### config.mk
export PLATFORM = sky130hd
export DESIGN_NAME = delay_timer_flat
export DESIGN_NICKNAME = d
export VERILOG_FILES = /design/src/rtl/delay_timer_pkg.sv /design/src/rtl/delay_timer_if.sv /design/src/rtl/delay_prescaler.sv /design/src/rtl/delay_timer.sv /design/src/flat_wrapper.sv
export SDC_FILE = /design/constraint.sdc
export NUM_CORES = 1
export LEC_CHECK = 0
export CORE_MARGIN = 8
export CORE_UTILIZATION = 45
export CTS_CLUSTER_SIZE = 8
export DETAILED_ROUTE_END_ITERATION = 16
export HOLD_SLACK_MARGIN = 0.02
export PLACE_DENSITY = 0.78
export SLEW_MARGIN = 20
export SYNTH_ARGS = -nofsm -noshare
export SYNTH_HDL_FRONTEND = slang
export SYNTH_SLANG_ARGS = --single-unit
### constraint.sdc
create_clock -name clk -period 3.15 [get_ports clk]
set_input_delay 0.945 -clock clk [delete_from_list [all_inputs] [get_ports clk]]
set_output_delay 0.945 -clock clk [all_outputs]
set_load 0.05 [all_outputs]
### src/rtl/delay_timer_pkg.sv
// delay_timer_pkg: shared types and defaults for the programmable delay timer.
// Optional feature macro: DELAY_TIMER_PRESCALE_EN (see delay_timer.sv).
package delay_timer_pkg;

    localparam int DEF_WIDTH    = 8;
    localparam int DEF_PRESCALE = 50000;

    typedef enum logic [1:0] {
        IDLE     = 2'd0,
        COUNTING = 2'd1,
        EXPIRED  = 2'd2
    } state_t;

    // Prescaler counter width; never zero so PRESCALE=1 still yields a legal vector.
    function automatic int prescale_w(input int prescale);
        int w;
        w = $clog2(prescale);
        return (w < 1) ? 1 : w;
    endfunction

endpackage

### src/rtl/delay_timer_if.sv
// delay_timer_if: delay handshake between the control FSM (master) and the timer (slave).
interface delay_timer_if
    import delay_timer_pkg::*;
#(
    parameter int WIDTH = DEF_WIDTH
);
    logic             start_delay_counter;
    logic             enable_delay_counter;
    logic [WIDTH-1:0] delay_value;
    logic             delay_done;
    logic             busy;
    logic [WIDTH-1:0] count_remaining;

    modport master (
        output start_delay_counter, enable_delay_counter, delay_value,
        input  delay_done, busy, count_remaining
    );

    modport slave (
        input  start_delay_counter, enable_delay_counter, delay_value,
        output delay_done, busy, count_remaining
    );
endinterface

### src/rtl/delay_prescaler.sv
// delay_prescaler: divides enabled clk cycles into delay units of PRESCALE cycles.
// Used only when DELAY_TIMER_PRESCALE_EN is defined.
module delay_prescaler
    import delay_timer_pkg::*;
#(
    parameter int PRESCALE = DEF_PRESCALE
) (
    input  logic clk,
    input  logic reset_n,
    input  logic clear,
    input  logic run,
    output logic tick
);
    localparam int            PW   = prescale_w(PRESCALE);
    localparam logic [PW-1:0] LAST = PW'(PRESCALE - 1);

    logic [PW-1:0] pre;

    assign tick = run && (pre == LAST);

    // Phase counter: cleared on start, frozen while paused, wraps on the tick cycle.
    always_ff @(posedge clk) begin
        if (!reset_n)   pre <= '0;
        else if (clear) pre <= '0;
        else if (run)   pre <= (pre == LAST) ? '0 : pre + 1'b1;
    end
endmodule

### src/rtl/delay_timer.sv
// delay_timer: loads a period on start, counts it down while enabled, flags expiry.
// Define DELAY_TIMER_PRESCALE_EN to make one unit PRESCALE enabled cycles;
// otherwise one unit is one enabled cycle (simulation-speed build).
module delay_timer
    import delay_timer_pkg::*;
#(
    parameter int WIDTH    = DEF_WIDTH,
    parameter int PRESCALE = DEF_PRESCALE
) (
    input  logic          clk,
    input  logic          reset_n,
    delay_timer_if.slave  bus
);
    state_t           state, state_nxt;
    logic [WIDTH-1:0] count, count_nxt;
    logic             run;
    logic             tick;

    assign run = (state == COUNTING) && bus.enable_delay_counter;

`ifdef DELAY_TIMER_PRESCALE_EN
    delay_prescaler #(.PRESCALE(PRESCALE)) u_prescaler (
        .clk     (clk),
        .reset_n (reset_n),
        .clear   (bus.start_delay_counter),
        .run     (run),
        .tick    (tick)
    );
`else
    // Every enabled cycle is a unit; PRESCALE only qualifies legality here (>=1 gives 1).
    localparam logic PRESCALE_OK = (PRESCALE >= 1);
    assign tick = PRESCALE_OK;
`endif

    // Next state/count: start wins over enable; the count stops at zero.
    always_comb begin
        state_nxt = state;
        count_nxt = count;
        if (bus.start_delay_counter) begin
            count_nxt = bus.delay_value;
            state_nxt = (bus.delay_value != '0) ? COUNTING : EXPIRED;
        end else if (run && tick) begin
            count_nxt = count - 1'b1;
            if (count == WIDTH'(1)) state_nxt = EXPIRED;
        end
    end

    // State, count and decoded flags all registered so outputs have no input paths.
    always_ff @(posedge clk) begin
        if (!reset_n) begin
            state               <= IDLE;
            count               <= '0;
            bus.delay_done      <= 1'b0;
            bus.busy            <= 1'b0;
            bus.count_remaining <= '0;
        end else begin
            state               <= state_nxt;
            count               <= count_nxt;
            bus.delay_done      <= (state_nxt == EXPIRED);
            bus.busy            <= (state_nxt == COUNTING);
            bus.count_remaining <= count_nxt;
        end
    end
endmodule
### src/flat_wrapper.sv
// flat-port wrapper written by rule: the top's interface ports become plain ports
module delay_timer_flat import delay_timer_pkg::*;
#(
    parameter int WIDTH    = DEF_WIDTH,
    parameter int PRESCALE = DEF_PRESCALE
)
  (clk, reset_n, bus_start_delay_counter, bus_enable_delay_counter, bus_delay_value, bus_delay_done, bus_busy, bus_count_remaining);
  delay_timer_if #(.WIDTH(WIDTH)) bus_i ();
  input  logic clk;
  input  logic reset_n;
  input wire logic [$bits(bus_i.start_delay_counter)-1:0] bus_start_delay_counter;
  input wire logic [$bits(bus_i.enable_delay_counter)-1:0] bus_enable_delay_counter;
  input wire logic [$bits(bus_i.delay_value)-1:0] bus_delay_value;
  output wire logic [$bits(bus_i.delay_done)-1:0] bus_delay_done;
  output wire logic [$bits(bus_i.busy)-1:0] bus_busy;
  output wire logic [$bits(bus_i.count_remaining)-1:0] bus_count_remaining;
  assign bus_i.start_delay_counter = bus_start_delay_counter;
  assign bus_i.enable_delay_counter = bus_enable_delay_counter;
  assign bus_i.delay_value = bus_delay_value;
  assign bus_delay_done = bus_i.delay_done;
  assign bus_busy = bus_i.busy;
  assign bus_count_remaining = bus_i.count_remaining;
  delay_timer #(.WIDTH(WIDTH), .PRESCALE(PRESCALE)) u_core (.clk(clk), .reset_n(reset_n), .bus(bus_i));
endmodule
==> summary.txt, run 1 <==
Route
  – First-pass iteration count of the detailed router: 4
  – Final WL: 1.92 mm
  – Remaining DRCs: 0
  – DRT iter0 DRCs: 11
  – Routed vias: 719
  – Detail Route Antenna Nets: 0
  – Vias/cell: 6.20
  – WL per Instance: 16.5 um

Global routing
  – Initial antenna violation count: 0
  – Tot GR Track Use: 0.122
  – Maximum number of pins on one net before global-route repair: 16
  – First-pass GRT wire length: 3.17 mm
  – Grt ovf: 0
  – Vias in the first global route: 671

Cells and area
  – Layout Cells excl Fill: 116
  – Area Growth Syn to Fin: 36.4%
  – Layout cells sized above 1: 0.0600
  – N_diodes: 0
  – NumNets Final: 115
  – Sequential cell area: 240 sq um
  – Multi-input combinational cell area: 423 sq um
  – # fillers: 120
  – Leading cell types in the layout, fill and taps excluded: clkdlybuf4s50_1 (21), dfxtp_1 (12), o21ai_0 (7)
  – Most common cell after layout, fill and taps aside: clkdlybuf4s50_1

Floorplanning
  – Die height: 55.4 um
  – Initial Util: 0.469
  – Die Wd: 55.4 um
  – Row Count: 14
  – Core Region: 1490 sq um
  – Die area: 3070 sq um
  – Boundary pin count: 22

CTS
  – Clock Sinks: 12
  – Worst-path clk slew: 80 ps
  – CTS H-tree lvls: 1
  – CTS tree: done
  – Hold buffer count at CTS: 0
  – Num CTS Buffers: 3
  – Post-CTS setup buffers: 0
  – Clock Latency Late Sink: 280 ps
  – CTS Root Cell: clkbuf_4
  – CTS max path bufs: 2
  – Post-CTS sizing: 0

Timing
  – Fin. Hold Viols: 0
  – Worst Setup Slack, final: 580 ps
  – Fmax: 389 MHz
  – Sum Neg Setup Slack: 0 ps
  – RSZ-0062 raised after global routing: false
  – Slew margin rel.: 0.666
  – Fin crit share: 0.816
  – Worst-Margin Slew: 500 ps
  – Final setup vio count: 0
  – Minimum clock period: 2570 ps
  – Clk_skew: 1.30 ps
  – Slew Viols, Final: 0

Placement
  – Pre-CTS setup slack: 683 ps
  – Gpl congestion: 0.817
  – Input/output buffers: 21
  – Dpl cells: 112
  – HPWL Detailed: 1.45 mm

Critical path
  – CP Launch Type: flip-flop
  – Critical path class: flip-flop to output port
  – Critical Path RT: 2200 ps
  – CP delay by family, top: buffers and inverters
  – CP peak stage delay: 860 ps
  – Crit path max-delay cell type: clkdlybuf4s50_1
  – Worst Path Max Fanout: 7
  – CP Capture Type: output port
  – CP arrival: 1620 ps
  – Worst path cell trace: clkdlybuf4s50_1
  – Crit path buf inv count: 1

Synth
  – Synth area leaders: dfxtp_1 (34%), a41oi_1 (6.3%), nor2b_1 (5.4%), o21ai_0 (5.0%), o211a_1 (4.3%)
  – Flops & latches, synth: 12
  – Distinct cells, synth: 32
  – Synthesized net count: 92
  – Syn avg cell area: 8.95 sq um
  – Gate Count Post-Synth: 78
  – Most area-hungry cell type in the Yosys netlist: dfxtp_1
  – Post-synth top area share: 0.344
  – Synth Warn #: 0
  – Sequential area share after synthesis: 0.344
  – Cell Area, Synth: 698 sq um

Power
  – Reg power frac: 0.417
  – Internal power: 280 uW
  – Power density cells: 440 nW/um^2
  – Combinational share of power: 0.284
  – Worst vdd ir: 0.000273 V
  – Switching power: 139 uW
  – Clk pwr share: 0.299
  – Lkg Pwr: 0.347 nW
  – Tot Pwr: 419 uW
  – Switch share: 0.331

Job
  – Max-cap violations: 0

Outcome
  – Status: finished, final reports clean

Min path
  – Hold crit path type: flip-flop to flip-flop
state kept, by name (all words and copies together), names as in the netlist:
name                        count
u_core.bus.count_remaining      8
u_core.bus.delay_done           1
u_core.bus.busy                 1
u_core.state                    2
logic make-up after synthesis:
family / after synthesis / share of synthesized area
adders and majority gates: 2 / 0.0358
AOI/OAI and AO/OA: 24 / 0.253
and+or+nand+nor: 29 / 0.292
DFF: 12 / 0.344
buffers and inverters: 9 / 0.0502
xor gates and xnor gates: 2 / 0.0251
Yosys cell counts:
cell and n:
nor3b_1 2, nand2_1 2, o31ai_1 1, nand2b_1 2, nor4_4 1, inv_1 6
and3b_1 1, clkbuf_1 2, and4_1 1, a211oi_1 1, buf_2 1, nor2b_1 6
nand4b_1 2, nor2_1 1, ha_1 2, dfxtp_1 12, a31oi_1 1, xnor2_1 2
o211ai_1 1, a21oi_1 1, nor3_1 2, o211a_1 3, a21boi_0 1, or2_2 1
nor4_1 1, or4_1 1, nand3_1 1, a311oi_1 3, o21ai_0 7, nand4_1 3
a41oi_1 5, nor4b_1 2
through the flow:
step            util  cell area (sq um)  hold slack, ps
6_report       0.639                952             601
5_1_grt        0.639                952             626
4_1_cts        0.639                952             606
3_5_place_dp   0.615                916             596
3_3_place_gp   0.615                916             580
2_1_floorplan      -                698             544
path summary, 6_finish.rpt:
check	start	to	cells past startpoint	slack [ps]
setup reg to reg	u_core.bus.count_remaining[0]$_SDFFE_PN0P_	u_core.bus.count_remaining[4]$_SDFFE_PN0P_	5	1640
hold reg to reg	u_core.bus.count_remaining[4]$_SDFFE_PN0P_	u_core.bus.count_remaining[4]$_SDFFE_PN0P_	2	600
setup / recovery	u_core.bus.count_remaining[3]$_SDFFE_PN0P_	bus_count_remaining[3]	1	580
hold / removal	u_core.bus.count_remaining[4]$_SDFFE_PN0P_	u_core.bus.count_remaining[4]$_SDFFE_PN0P_	2	600
metal layers:
metal / share of wire / vias up / GRT usage / routed length (um)
li1: - / 345 / - / -
met1: 0.47 / 346 / 0.156 / 905
met2: 0.44 / 23 / 0.178 / 852
met3: 0.061 / 5 / 0.0388 / 117
met4: 0.021 / 0 / 0.0634 / 41
met5: 0 / - / 0 / 0
cell type report:
| type | instances | area share |
|---|---|---|
| multi-input cells | 57 | 0.444 |
| flip-flops and latches | 12 | 0.252 |
| repair buffers | 21 | 0.221 |
| clock buffers | 4 | 0.0381 |
| inverters | 6 | 0.0237 |
| well taps | 16 | 0.0210 |
power by group through the flow:
stage               Clock [mW]  Sequential, mW  Combinational, mW
floorplan                    0           0.207             0.0448
global placement             0           0.178              0.117
detailed placement           0           0.178              0.119
CTS                      0.130           0.175              0.119
global route             0.137           0.177              0.127
finish                   0.125           0.175              0.119
(Power assumes the default switching activity.)
==> run 2: changes to the inputs <==
- CORE_UTILIZATION: 45 -> 44
- PLACE_DENSITY: 0.78 -> 0.76
- clock period: 3.15 -> 2.7 ns (I/O delays scaled with it)
==> run 2 against run 1 <==
  * Clock-buffer cell count unchanged
  * Non-clock buffer count is 1 higher
  * First-iteration DRC count is 27% higher
  * Via count increased by 0.83%
  * Hold slack got worse by 24 ps
  * Final cell count grew 0.86%
  * Clock power up 14%
  * Critical endpoint unchanged
  * Largest cell class unchanged
  * Highest routed layer unchanged
==> summary.txt, run 2 (synthesized netlist as in run 1, its figures left out) <==
Critical path
  – CP peak stage delay: 860 ps (about the same)
  – Critical path class: flip-flop to output port (unchanged)
  – CP Capture Type: output port (unchanged)
  – R2r startpoint: u_core.bus.count_remaining[0]$_SDFFE_PN0P_ (unchanged)
  – FF-to-FF path depth: 5 (unchanged)
  – CP delay by family, top: buffers and inverters (unchanged)
  – Worst R2R End: u_core.bus.count_remaining[4]$_SDFFE_PN0P_ (unchanged)
  – CP arrival: 1600 ps (was 1620 ps)
  – CP Launch Type: flip-flop (unchanged)
  – Crit path max-delay cell type: clkdlybuf4s50_1 (unchanged)
  – Crit path buf inv count: 1 (unchanged)
  – Worst path cell trace: clkdlybuf4s50_1 (unchanged)
  – Flop-to-flop setup slack: 1130 ps (was 1640 ps)
  – Worst Path Max Fanout: 7 (unchanged)
  – Critical Path RT: 1890 ps (was 2200 ps)

Timing
  – Fin. Hold Viols: 0 (unchanged)
  – Slew Viols, Final: 0 (unchanged)
  – Slew margin rel.: 0.657 (was 0.666)
  – Clk_skew: 1.00 ps (was 1.30 ps)
  – RSZ-0062 raised after global routing: false (unchanged)
  – Minimum clock period: 2410 ps
  – Final setup vio count: 0 (unchanged)
  – Fin crit share: 0.894
  – Fmax: 414 MHz
  – Sum Neg Setup Slack: 0 ps (unchanged)
  – Worst-Margin Slew: 513 ps (was 500 ps)

Route
  – Remaining DRCs: 0 (unchanged)
  – Final WL: 2.05 mm (was 1.92 mm)
  – First-pass iteration count of the detailed router: 4 (unchanged)
  – Vias/cell: 6.20 (about the same)
  – DRT iter0 DRCs: 14 (was 11)
  – WL per Instance: 17.5 um (was 16.5 um)
  – Routed vias: 725 (was 719)
  – Detail Route Antenna Nets: 0 (unchanged)

Placement
  – Input/output buffers: 21 (unchanged)
  – HPWL Detailed: 1.54 mm (was 1.45 mm)
  – Gpl congestion: 0.796 (was 0.817)

CTS
  – CTS max path bufs: 2 (unchanged)
  – CTS H-tree lvls: 1 (unchanged)
  – Hold buffer count at CTS: 0 (unchanged)
  – Clock Sinks: 12 (unchanged)
  – Post-CTS setup buffers: 0 (unchanged)
  – Num CTS Buffers: 3 (unchanged)
  – Post-CTS sizing: 0 (unchanged)
  – Worst-path clk slew: 80 ps (about the same)
  – CTS tree: done (unchanged)
  – Clock Latency Late Sink: 270 ps (was 280 ps)
  – CTS Root Cell: clkbuf_4 (unchanged)

Floorplanning
  – Initial Util: 0.469 (unchanged)
  – Core Region: 1490 sq um (unchanged)
  – Boundary pin count: 22 (unchanged)
  – Die Wd: 55.8 um (was 55.4 um)
  – Row Count: 14 (unchanged)
  – Die area: 3120 sq um (was 3070 sq um)
  – Die height: 55.8 um (was 55.4 um)

Min path
  – Hold path endpoint: u_core.bus.count_remaining[4]$_SDFFE_PN0P_ (unchanged)
  – Hold_sp: u_core.bus.count_remaining[4]$_SDFFE_PN0P_ (unchanged)
  – Hold-critical path depth: 2 (unchanged)
  – Hold crit path type: flip-flop to flip-flop (unchanged)

Cells and area
  – Regs by FF count: u_core.bus.count_remaining: 8 flops, u_core.state: 2 flops (unchanged)
  – Leading cell types in the layout, fill and taps excluded: clkdlybuf4s50_1 (21), dfxtp_1 (12), o21ai_0 (7) (unchanged)
  – NumNets Final: 116 (was 115)
  – Largest Register: u_core.bus.count_remaining (unchanged)
  – Final Util: 0.645 (was 0.639)
  – Layout cells sized above 1: 0.0693 (was 0.0600)
  – N_diodes: 0 (unchanged)
  – Max reg flops: 8 (unchanged)
  – Most common cell after layout, fill and taps aside: clkdlybuf4s50_1 (unchanged)
  – Area Growth Syn to Fin: 37.5% (was 36.4%)

Outcome
  – Status: finished, final reports clean (unchanged)

Global routing
  – First-pass GRT wire length: 3.43 mm (was 3.17 mm)
  – Tot GR Track Use: 0.131 (was 0.122)
  – Initial antenna violation count: 0 (unchanged)
  – Maximum number of pins on one net before global-route repair: 14 (was 16)
  – Vias in the first global route: 729 (was 671)
  – Grt ovf: 0 (unchanged)

Job
  – Max-cap violations: 0 (unchanged)

Power
  – Reg power frac: 0.418 (was 0.417)
  – Worst vdd ir: 0.000332 V (was 0.000273 V)
  – Clk pwr share: 0.291 (was 0.299)
  – Combinational share of power: 0.291 (was 0.284)
  – Power density cells: 508 nW/um^2 (was 440 nW/um^2)
  – Internal power: 328 uW (was 280 uW)
  – Switching power: 159 uW (was 139 uW)
  – Lkg Pwr: 0.352 nW (was 0.347 nW)
  – Switch share: 0.327 (was 0.331)
-- run 2: how the worst max path moves through the flow --
stage	to	from	cells after the start	slack (ps)
final	bus_count_remaining[3]	u_core.bus.count_remaining[3]$_SDFFE_PN0P_	1	290
after global routing	bus_count_remaining[3]	u_core.bus.count_remaining[3]$_SDFFE_PN0P_	1	200
after CTS	bus_count_remaining[3]	u_core.bus.count_remaining[3]$_SDFFE_PN0P_	1	270
after detailed placement	u_core.state[0]$_SDFF_PN0_	bus_enable_delay_counter	4	390
after global placement	u_core.bus.count_remaining[6]$_SDFFE_PN0P_	bus_enable_delay_counter	4	470
after floorplan	u_core.state[0]$_SDFF_PN0_	bus_enable_delay_counter	4	1080
-- run 2: per-stage QoR --
step           total power [mW]  hold slack, ps  instance area, sq um  instances  worst slack [ps]
6_report                  0.487             577                   960        117               286
3_3_place_gp              0.346             565                   923        113               470
2_1_floorplan             0.294             544                   698         78              1080
5_1_grt                   0.512             617                   960        117               202
4_1_cts                   0.492             582                   960        117               274
3_5_place_dp              0.348             571                   923        113               394
-- run 2: final cells by class --
class                   instances  area [sq um]
fillers                       141           529
well taps                      16          20.0
clock buffers                   4          36.3
inverters                       6          22.5
multi-input cells              57           423
repair buffers                 22           218
flip-flops and latches         12           240
-- run 2: per-layer routing --
layer	wire length, um	GRT usage
met2	943	0.216
met3	159	0.0434
met4	38	0.0447
met5	0	0
met1	907	0.154
-- run 2: power by group through the flow --
| stage | combinational (mW) | sequential, mW | clock, mW |
|---|---|---|---|
| 5_1_grt | 0.151 | 0.206 | 0.154 |
| 3_3_place_gp | 0.138 | 0.207 | 0 |
| 3_5_place_dp | 0.141 | 0.208 | 0 |
| 2_1_floorplan | 0.0523 | 0.241 | 0 |
| 6_report | 0.142 | 0.204 | 0.142 |
| 4_1_cts | 0.142 | 0.204 | 0.147 |
==> run 3: changes to the inputs <==
- MAX_ROUTING_LAYER: not set -> met4
- SETUP_SLACK_MARGIN: not set -> 0.3
==> run 3 against run 2 <==
  * Global-route usage is 0.30 points higher
  * Core utilization stayed put
  * Die area is the same
  * Sequential share of layout area is the same
  * Worst setup slack better by 56 ps
  * Critical path depth is the same
  * Wire length decreased by 0.20%
  * Critical path type unchanged
  * Critical endpoint is now bus_count_remaining[5]
==> summary.txt, run 3 (synthesized netlist as in run 1, its figures left out) <==
Outcome
  – Status: finished, final reports clean (unchanged)

Critical path
  – Critical path class: flip-flop to output port (unchanged)
  – Crit path buf inv count: 1 (unchanged)
  – CP Launch Type: flip-flop (unchanged)
  – FF-to-FF path depth: 5 (unchanged)
  – Worst R2R End: u_core.bus.count_remaining[4]$_SDFFE_PN0P_ (unchanged)
  – CP peak stage delay: 840 ps (was 860 ps)
  – Critical Path RT: 1890 ps (about the same)
  – CP delay by family, top: buffers and inverters (unchanged)
  – CP arrival: 1550 ps (was 1600 ps)
  – Worst Path Max Fanout: 4 (was 7)
  – Worst path cell trace: clkdlybuf4s50_1 (unchanged)
  – Flop-to-flop setup slack: 1120 ps (was 1130 ps)
  – Crit path max-delay cell type: clkdlybuf4s50_1 (unchanged)
  – CP Capture Type: output port (unchanged)
  – R2r startpoint: u_core.bus.count_remaining[0]$_SDFFE_PN0P_ (unchanged)

Power
  – Lkg Pwr: 0.373 nW (was 0.352 nW)
  – Power density cells: 507 nW/um^2 (was 508 nW/um^2)
  – Worst vdd ir: 0.000330 V (was 0.000332 V)

Cells and area
  – NumNets Final: 116 (unchanged)
  – Regs by FF count: u_core.bus.count_remaining: 8 flops, u_core.state: 2 flops (unchanged)
  – Leading cell types in the layout, fill and taps excluded: clkdlybuf4s50_1 (18), dfxtp_1 (12), o21ai_0 (7) (was clkdlybuf4s50_1 (21), dfxtp_1 (12), o21ai_0 (7))
  – Most common cell after layout, fill and taps aside: clkdlybuf4s50_1 (unchanged)
  – Multi-input combinational cell area: 423 sq um (unchanged)
  – Max reg flops: 8 (unchanged)
  – Sequential cell area: 240 sq um (unchanged)
  – # fillers: 143 (was 141)
  – N_diodes: 0 (unchanged)
  – Largest Register: u_core.bus.count_remaining (unchanged)
  – Area Growth Syn to Fin: 37.5% (unchanged)
  – Layout cells sized above 1: 0.0693 (unchanged)

Timing
  – Fin. Hold Viols: 0 (unchanged)
  – Fmax: 424 MHz (was 414 MHz)
  – Min Hold Slack: 575 ps (was 577 ps)
  – RSZ-0062 raised after global routing: false (unchanged)
  – Fin crit share: 0.873 (was 0.894)
  – Clk_skew: 0.431 ps (was 1.00 ps)
  – Final setup vio count: 0 (unchanged)
  – Sum Neg Setup Slack: 0 ps (unchanged)
  – Worst-Margin Slew: 510 ps (was 513 ps)
  – Minimum clock period: 2360 ps (was 2410 ps)
  – Slew margin rel.: 0.660 (was 0.657)
  – Slew Viols, Final: 0 (unchanged)

Route
  – Vias/cell: 6.17 (was 6.20)
  – DRT iter0 DRCs: 15 (was 14)
  – WL per Instance: 17.5 um (about the same)
  – Detail Route Antenna Nets: 0 (unchanged)
  – Final WL: 2.04 mm (was 2.05 mm)
  – Remaining DRCs: 0 (unchanged)
  – First-pass iteration count of the detailed router: 4 (unchanged)
  – Routed vias: 722 (was 725)

Min path
  – Hold path endpoint: u_core.bus.count_remaining[4]$_SDFFE_PN0P_ (unchanged)
  – Hold_sp: u_core.bus.count_remaining[4]$_SDFFE_PN0P_ (unchanged)
  – Hold crit path type: flip-flop to flip-flop (unchanged)
  – Hold-critical path depth: 2 (unchanged)

Placement
  – Input/output buffers: 21 (unchanged)
  – HPWL Detailed: 1.54 mm (unchanged)
  – Gpl congestion: 0.808 (was 0.796)

Global routing
  – Vias in the first global route: 729 (unchanged)
  – Maximum number of pins on one net before global-route repair: 14 (unchanged)
  – Grt ovf: 0 (unchanged)
  – GRT busiest layer: met2 (unchanged)
  – Tot GR Track Use: 0.134 (was 0.131)
  – Met3 Use GR: 0.0457 (was 0.0434)
  – Met2 Use GR: 0.216 (unchanged)
  – Initial antenna violation count: 0 (unchanged)
  – M1 GR Usage: 0.152 (was 0.154)
  – First-pass GRT wire length: 3.40 mm (was 3.43 mm)

CTS
  – CTS max path bufs: 2 (unchanged)
  – Num CTS Buffers: 3 (unchanged)
  – CTS H-tree lvls: 1 (unchanged)
  – CTS tree: done (unchanged)
  – Clock Latency Late Sink: 270 ps (about the same)
  – Clock Sinks: 12 (unchanged)
  – CTS Root Cell: clkbuf_4 (unchanged)
  – Worst-path clk slew: 70 ps (was 80 ps)

Floorplanning
  – Boundary pin count: 22 (unchanged)
  – Row Count: 14 (unchanged)
  – Core Region: 1490 sq um (unchanged)
  – Die area: 3120 sq um (unchanged)
  – Die Wd: 55.8 um (unchanged)
  – Die height: 55.8 um (unchanged)
  – Initial Util: 0.469 (unchanged)

Job
  – Max-cap violations: 0 (unchanged)
-- run 3: cell types whose count changed in the layout (fill, tap and decap cells not counted), sizes merged --
cell           before  now
dlygate4sd2         0    2
dlymetal6s2s        0    1
clkdlybuf4s50      21   18
-- run 3: worst max-delay path by stage --
stage	startpoint	end	depth (start not counted)
5_1_grt	u_core.bus.count_remaining[5]$_SDFFE_PN0P_	bus_count_remaining[5]	1
6_report	u_core.bus.count_remaining[5]$_SDFFE_PN0P_	bus_count_remaining[5]	1
2_1_floorplan	bus_enable_delay_counter	u_core.state[0]$_SDFF_PN0_	4
3_3_place_gp	bus_enable_delay_counter	u_core.bus.count_remaining[6]$_SDFFE_PN0P_	4
4_1_cts	u_core.bus.count_remaining[4]$_SDFFE_PN0P_	bus_count_remaining[4]	1
3_5_place_dp	bus_enable_delay_counter	u_core.state[0]$_SDFF_PN0_	4
-- run 3: timing repair --
item                                    4_1_cts  5_1_grt
setup buffers                                 0        0
hold buffers                                  0        0
gates resized for setup                       2        1
endpoints found under the setup margin        2        1
endpoints found under the hold margin         0        0
-- run 3: area by class of cell --
| class | count | area share |
|---|---|---|
| clock buffer | 4 | 0.0378 |
| inverter | 6 | 0.0235 |
| multi-input combinational | 57 | 0.441 |
| sequential | 12 | 0.250 |
| tap | 16 | 0.0209 |
| timing repair buffer | 22 | 0.227 |
-- run 3: metal layers --
metal  vias up  part of all wire
li1        349                 -
met1       346              0.44
met2        22              0.47
met3         5             0.082
met4         0             0.014
met5         -                 0
-- run 3: through the flow --
stage                     instances  area (sq um)   util  power, mW  setup WS, ps
final                           117           960  0.645      0.486           342
after floorplan                  78           698      -      0.294          1080
after CTS                       117           957  0.643      0.491           318
after global routing            117           960  0.645      0.510           300
after global placement          113           923  0.620      0.346           470
after detailed placement        113           923  0.620      0.348           394
-- run 3: where the power goes --
group          total, mW  switching [mW]  internal (mW)  leakage, nW
Sequential         0.203          0.0149          0.189       0.0995
Clock              0.143          0.0608         0.0820       0.0210
Combinational      0.140          0.0843         0.0558        0.252
